$ cat config.mk
export PLATFORM = sky130hd
export DESIGN_NAME = ss_scan_mux
export DESIGN_NICKNAME = d
export VERILOG_FILES = /design/src/rtl/ss_scan_mux.sv
export SDC_FILE = /design/constraint.sdc
export NUM_CORES = 1
export LEC_CHECK = 0
export CAP_MARGIN = 20
export CORE_MARGIN = 4
export CORE_UTILIZATION = 30
export DETAILED_ROUTE_END_ITERATION = 7
export HOLD_SLACK_MARGIN = 0.05
export PLACE_DENSITY = 0.55
export SLEW_MARGIN = 10
export SYNTH_ARGS = -nofsm -noshare
export SYNTH_HDL_FRONTEND = slang
export SYNTH_SLANG_ARGS = --single-unit
$ cat constraint.sdc
create_clock -name clk -period 2.73 [get_ports clk]
set_input_delay 0.6825 -clock clk [delete_from_list [all_inputs] [get_ports clk]]
set_output_delay 0.6825 -clock clk [all_outputs]
set_load 0.01 [all_outputs]
$ cat src/rtl/ss_scan_mux.sv
// Scan controller for a common-anode multi-digit 7-segment display.
// Registered outputs, per-slot blanking, frame snapshot, leading-zero blanking.
module ss_scan_mux #(
  parameter int N_DIGITS  = 4,
  parameter int SCAN_DIV  = 50000,
  parameter int BLANK_CYC = 500
) (
  input  logic                  clk,
  input  logic                  rst,
  input  logic [4*N_DIGITS-1:0] value,
  input  logic [N_DIGITS-1:0]   dp_in,
  input  logic                  blank_lz,
  input  logic                  en,
  output logic [3:0]            digit_data,
  output logic                  digit_dp,
  output logic [N_DIGITS-1:0]   an_n,
  output logic                  frame_tick
);

  localparam int CW = (SCAN_DIV > 1) ? $clog2(SCAN_DIV) : 1;
  localparam int IW = (N_DIGITS > 1) ? $clog2(N_DIGITS) : 1;

  logic [CW-1:0]           cnt;
  logic [CW-1:0]           cnt_n;
  logic [IW-1:0]           idx;
  logic [IW-1:0]           idx_n;
  logic [4*N_DIGITS-1:0]   snap;
  logic [4*N_DIGITS-1:0]   snap_n;
  logic                    run;
  logic                    wrap;
  logic [N_DIGITS-1:0]     blk;
  logic                    zero_hi;
  logic [3:0]              data_x;
  logic                    dp_x;
  logic [N_DIGITS-1:0]     an_x;

  // Next scan position; the first edge out of reset only arms the scan
  // so the restart slot gets its full blank interval.
  always_comb begin
    cnt_n  = cnt;
    idx_n  = idx;
    snap_n = snap;
    wrap   = 1'b0;
    if (run && en) begin
      if (cnt == CW'(SCAN_DIV - 1)) begin
        cnt_n = '0;
        if (idx == IW'(N_DIGITS - 1)) begin
          idx_n  = '0;
          wrap   = 1'b1;
          snap_n = value;
        end else begin
          idx_n = idx + IW'(1);
        end
      end else begin
        cnt_n = cnt + CW'(1);
      end
    end
  end

  // Leading-zero mask: digit k dark when it and all higher nibbles are zero.
  always_comb begin
    blk     = '0;
    zero_hi = 1'b1;
    for (int k = N_DIGITS - 1; k >= 0; k--) begin
      zero_hi = zero_hi & (snap_n[4*k +: 4] == 4'h0);
      blk[k]  = blank_lz & zero_hi & (k != 0);
    end
  end

  // Decode of the next state, registered below so anodes never glitch.
  always_comb begin
    data_x = 4'h0;
    dp_x   = 1'b0;
    an_x   = '1;
    for (int k = 0; k < N_DIGITS; k++) begin
      if (idx_n == IW'(k)) begin
        data_x = snap_n[4*k +: 4];
        dp_x   = dp_in[k];
        if (en && (cnt_n >= CW'(BLANK_CYC)) && !blk[k]) begin
          an_x[k] = 1'b0;
        end
      end
    end
  end

  // State and output registers with synchronous reset.
  always_ff @(posedge clk) begin
    if (rst) begin
      cnt        <= '0;
      idx        <= '0;
      snap       <= value;
      run        <= 1'b0;
      an_n       <= '1;
      digit_data <= 4'h0;
      digit_dp   <= 1'b0;
      frame_tick <= 1'b0;
    end else begin
      cnt        <= cnt_n;
      idx        <= idx_n;
      snap       <= snap_n;
      run        <= 1'b1;
      an_n       <= an_x;
      digit_data <= data_x;
      digit_dp   <= dp_x;
      frame_tick <= wrap;
    end
  end

endmodule

Yosys cells after proc, flatten, opt, wreduce, memory -nomap -nowiden
Cells that the tools add are included.
{"block": "word_totals", "ff_bits": 45, "word_cells": 70}
{"block": "classes", "n_addsub": 2, "n_lt_le_gt_ge": 1, "n_reduce_logical": 17, "n_eq_ne": 5, "n_mux": 23, "bitwise": 11}
{"cell": "$mux 16", "n": 6}
{"cell": "$add 16x1->16 const B", "n": 1}
{"cell": "$eq 16x16->1 const B", "n": 1}
{"cell": "$ge 16x9->1 const B", "n": 1}
{"cell": "$mux 4", "n": 4}
{"cell": "$logic_not 4->1", "n": 3}
{"cell": "$mux 1", "n": 10}
{"cell": "$reduce_or 2->1", "n": 4}
{"cell": "$eq 2x2->1 const B", "n": 3}
{"cell": "$mux 2", "n": 3}
{"cell": "$not 1->1", "n": 6}
{"cell": "$and 1x1->1", "n": 5}
{"cell": "$logic_and 1x1->1", "n": 5}
{"cell": "$logic_not 1->1", "n": 3}
{"cell": "$reduce_or 3->1", "n": 1}
{"cell": "$add 2x1->2 const B", "n": 1}
{"cell": "$eq 2x1->1 const B", "n": 1}
{"cell": "$logic_not 2->1", "n": 1}

Logic depth before layout (Yosys ltp)
{"block": "depth", "word_depth": 11, "depth_mapped": 9, "depth_no_buf": 7}

Worst setup path before layout
No wires, ideal clock.
{"block": "synth_path", "path_type": "in2reg", "from": "input port en", "to": "register digit_dp", "n_path_buf": 1, "setup_time_ns": 0.117, "stages": 7, "arrival_time_ns": 2.485, "path_slack_ns": 0.128, "path_cell_list": "clkbuf_1 nand4_2 or4_4 o21ai_4 nand2_4 mux2_4 a22o_1"}
{"block": "synth_between", "elab_chain_len": 7, "elab_cells_between_ends": 10}
{"element": "start: declaration", "line_no": "13", "source": "input logic en,"}
{"element": "$logic_and 1x1->1 *", "line_no": "44", "source": "if (run && en) begin"}
{"element": "$mux 2 *", "line_no": "44"}
{"element": "$logic_not 2->1", "line_no": "76", "source": "if (idx_n == IW'(k)) begin"}
{"element": "$mux 1 (3 in a row)", "line_no": "76"}
{"element": "$mux 1 *", "line_no": "76"}
{"element": "end signal: assignment", "line_no": "104", "source": "digit_dp <= dp_x;"}
{"element": "end: declaration", "line_no": "15", "source": "output logic digit_dp,"}
Every way passes the cells marked *; elsewhere a longest branch is shown, timed or not.
A chain may end at the register's enable or synchronous reset.

Worst setup path after layout
{"block": "layout_path", "from": "input port en", "to": "register digit_data[0]"}
{"block": "layout_between", "elab_chain_len": 7, "elab_cells_between_ends": 11}
{"element": "$logic_and 1x1->1 *", "line_no": "44"}
{"element": "$mux 2", "line_no": "44"}
{"element": "$logic_not 2->1", "line_no": "76"}
{"element": "$mux 4 (3 in a row)", "line_no": "76"}
{"element": "$mux 4 *", "line_no": "76"}
{"element": "end signal: assignment", "line_no": "103", "source": "digit_data <= data_x;"}
{"element": "end: declaration", "line_no": "14", "source": "output logic [3:0] digit_data,"}
Marks and branches as above.

==> metrics <==
Routability Congestion=0.860; Seq cells post-synth=45; IO Pins=34; drt initial violations=101; slew at the pin closest to its max-slew limit=0.548 ns; Synth Area in Compound Gates=11.4%; leakage power=1.15 nW; H-Tree Depth=2; worst-path fanout max=4; share of cells above drive strength 1=21.7%; synth unique cells=51; die height=98.3 um; Achievable Freq=0.388 GHz; worst r2r src=cnt[0]; Die Wd=98.3 um; total number of vias=2,194; NumNets Final=357; Synth Area in Adders=1.02%; post-synthesis mux area share=16.2%; relative slew slack=63.1%; die area=9650 um2; Final WS setup=0.155 ns; first-pass GRT wire length=11,000 um; Reg2Reg Capture Point=digit_data[0]; detailed-placement wirelength estimate=4980 um; Avg WL per Cell=14.5 um; Critical Path RT=2.96 ns; CP max stage cell=or4_4; largest family of logic cells by synthesized area=simple AND/OR/NAND/NOR gates; setup TNS=0 ns; DR vias/cell=5.06; CP max stage delay=0.59 ns; Post-CTS Resized=0; initial antenna violation count=0; Slew Viols, Final=0; vias in the first global route=2,221; CTS tree=done; Avg Inst Size Synth=8.92 um2; final period utilization=94.3%; final hold viol count=0; post-synthesis xor/xnor area fraction=5.02%; Post-synth EDFFs=0; Crit Path Category=primary input to flop; Critical Path AT=2.81 ns; mapped cell area=2440 um2; pin count of the biggest net entering global routing=17; startpoint types=primary input; Tot Pwr=1.39 mW; # setup viols final=0; Primary FF master, synth=dfxtp_1; Hold Path Depth=1; final wirelength=6300 um; CP Cell Sequence=clkdlybuf4s50_1, nand4_2, or4_4, o21ai_2, o21ai_0, nor2_1, a41o_1; clock root buffer=clkbuf_8; hold_buf cts=0; max_cap viols=0; CTS buffer count=5; Post-Syn Instances=274; drt first pass iters=4; CTS sink count=45; syn_nets=300; status=finished clean; unrepaired setup endpoints after global routing=false; min-delay src=snap[2]; total global routing overflow=0; crit path capture type=flop; sequential area share after synthesis=36.9%; WHS Endpoint=snap[2]; Final Critical Period=2.58 ns; pre-CTS WS=-0.147 ns; core area=7810 um2; n_diodes=0; worst min path class=flop to flop; DRC viols=0; remaining antenna violation count=0; clk_lat worst skew=0.29 ns; Setup Skew=0.00556 ns; maximum vdd drop=0.000315 V; clk buf depth=2; final core utilization=41.1%; Core Rows=32; clock-pin slew of the registers on the worst-case setup and hold paths=0.09 ns; Post-Synth Simple-Gate Area=25.7%; post-CTS setup buffers=0; area growth from synthesis to layout=31.4%; Port Buf Inserts=33; Pwr Density=432 nW/um2; Initial Util=31.3%; asr flop ratio synth=0%; synth warn=0; reg2reg path depth=7; GRT Util Overall=13.7%; flop2flop setup slack=0.34 ns
## layer usage
metal	GRT usage (%)	share of wire [%]
met3	2.07	3.6
met1	20.4	52
met2	20.6	43
met5	0	0
met4	3.78	0.97
## area by class of cell
cell class	count	area, um2
Fill cell	787	4600
Clock inverter	2	37.5
Multi-Input combinational cell	209	1450
Clock buffer	6	82.6
Timing Repair Buffer	65	596
Inverter	5	18.8
Sequential cell	45	901
Tap cell	102	128
## worst max-delay path: cells and delay by family
family / cells / cell delay, ns
AO/OA/AOI/OAI: 3 / 0.59
buffers and inverters: 1 / 0.52
AND/OR/NAND/NOR: 3 / 1.02
## registers in the layout (all words and copies together) (netlist names)
| signal | count |
|---|---|
| an_n | 4 |
| cnt | 16 |
| digit_data | 4 |
| digit_dp | 1 |
| frame_tick | 1 |
| idx | 2 |
| run | 1 |
| snap | 16 |
## cell usage in the layout (no fill, tap or decap), types with 7 or more instances in the layout
cell type,synthesis,final
dfxtp_1,45,45
clkdlybuf4s50_1,0,33
buf_4,2,30
nand2_1,28,28
nor2_1,24,24
mux2i_1,19,19
mux2_2,17,17
nand3_1,15,15
nor3_1,9,9
o21ai_0,9,9
nor4_1,7,7
xor2_1,7,7
xnor2_1,7,7
## synth_stat cells, types with 2 or more instances
| cell | count | area share (%) |
|---|---|---|
| buf_4 | 2 | 0.61 |
| mux2i_1 | 19 | 7.8 |
| mux2_2 | 17 | 7.8 |
| o31ai_1 | 2 | 0.61 |
| dfxtp_1 | 45 | 37 |
| o211ai_1 | 3 | 0.92 |
| nand4_1 | 4 | 1.0 |
| a211oi_1 | 5 | 1.5 |
| xnor2_1 | 7 | 2.5 |
| or2_2 | 5 | 1.3 |
| and3_1 | 3 | 0.77 |
| ha_1 | 2 | 1.0 |
| or3_1 | 4 | 1.0 |
| o21ai_0 | 9 | 1.8 |
| nor2_1 | 24 | 3.7 |
| nor4_1 | 7 | 1.8 |
| nor3_1 | 9 | 1.8 |
| or4_4 | 2 | 0.92 |
| a21oi_1 | 6 | 1.2 |
| clkbuf_1 | 6 | 0.92 |
| xor2_1 | 7 | 2.5 |
| nand3_1 | 15 | 3.1 |
| inv_1 | 5 | 0.77 |
| a41o_1 | 3 | 1.2 |
| nand2_1 | 28 | 4.3 |
| or4_1 | 4 | 1.2 |
| buf_1 | 3 | 0.46 |
| nand2b_1 | 4 | 1.0 |
| buf_2 | 2 | 0.41 |
## per-stage QoR
stage / instances / instance area (um2) / hold slack [ns]
4_1_cts: 434 / 3210 / 0.493
6_report: 434 / 3210 / 0.490
2_1_floorplan: 274 / 2440 / 0.450
3_5_place_dp: 426 / 3090 / 0.470
3_3_place_gp: 426 / 3090 / 0.470
5_1_grt: 434 / 3210 / 0.526
## cells by family after synthesis
logic type | after synthesis
AO/OA/AOI/OAI | 39
XOR/XNOR | 14
adder cells (fa/ha/maj) | 2
buffers and inverters | 20
flip-flops | 45
multiplexers | 37
AND/OR/NAND/NOR | 117
## how the worst max path moves through the flow
stage	from	to	slack [ns]	depth (start not counted)
CTS	en	digit_data[0]	0.18	9
global placement	en	digit_data[0]	-0.13	7
detailed placement	en	digit_data[0]	-0.15	9
finish	en	digit_data[0]	0.15	7
global route	en	digit_data[0]	0.03	7
floorplan	en	digit_dp	0.13	7
## report_power, final
part	internal, mW	total [mW]	leakage (nW)	switching (mW)
clock network	0.298	0.524	0.0574	0.226
registers	0.689	0.717	0.371	0.0279
logic	0.0918	0.145	0.722	0.0531
total	1.08	1.39	1.15	0.307
No activity file was read; power rests on OpenSTA's default activity.
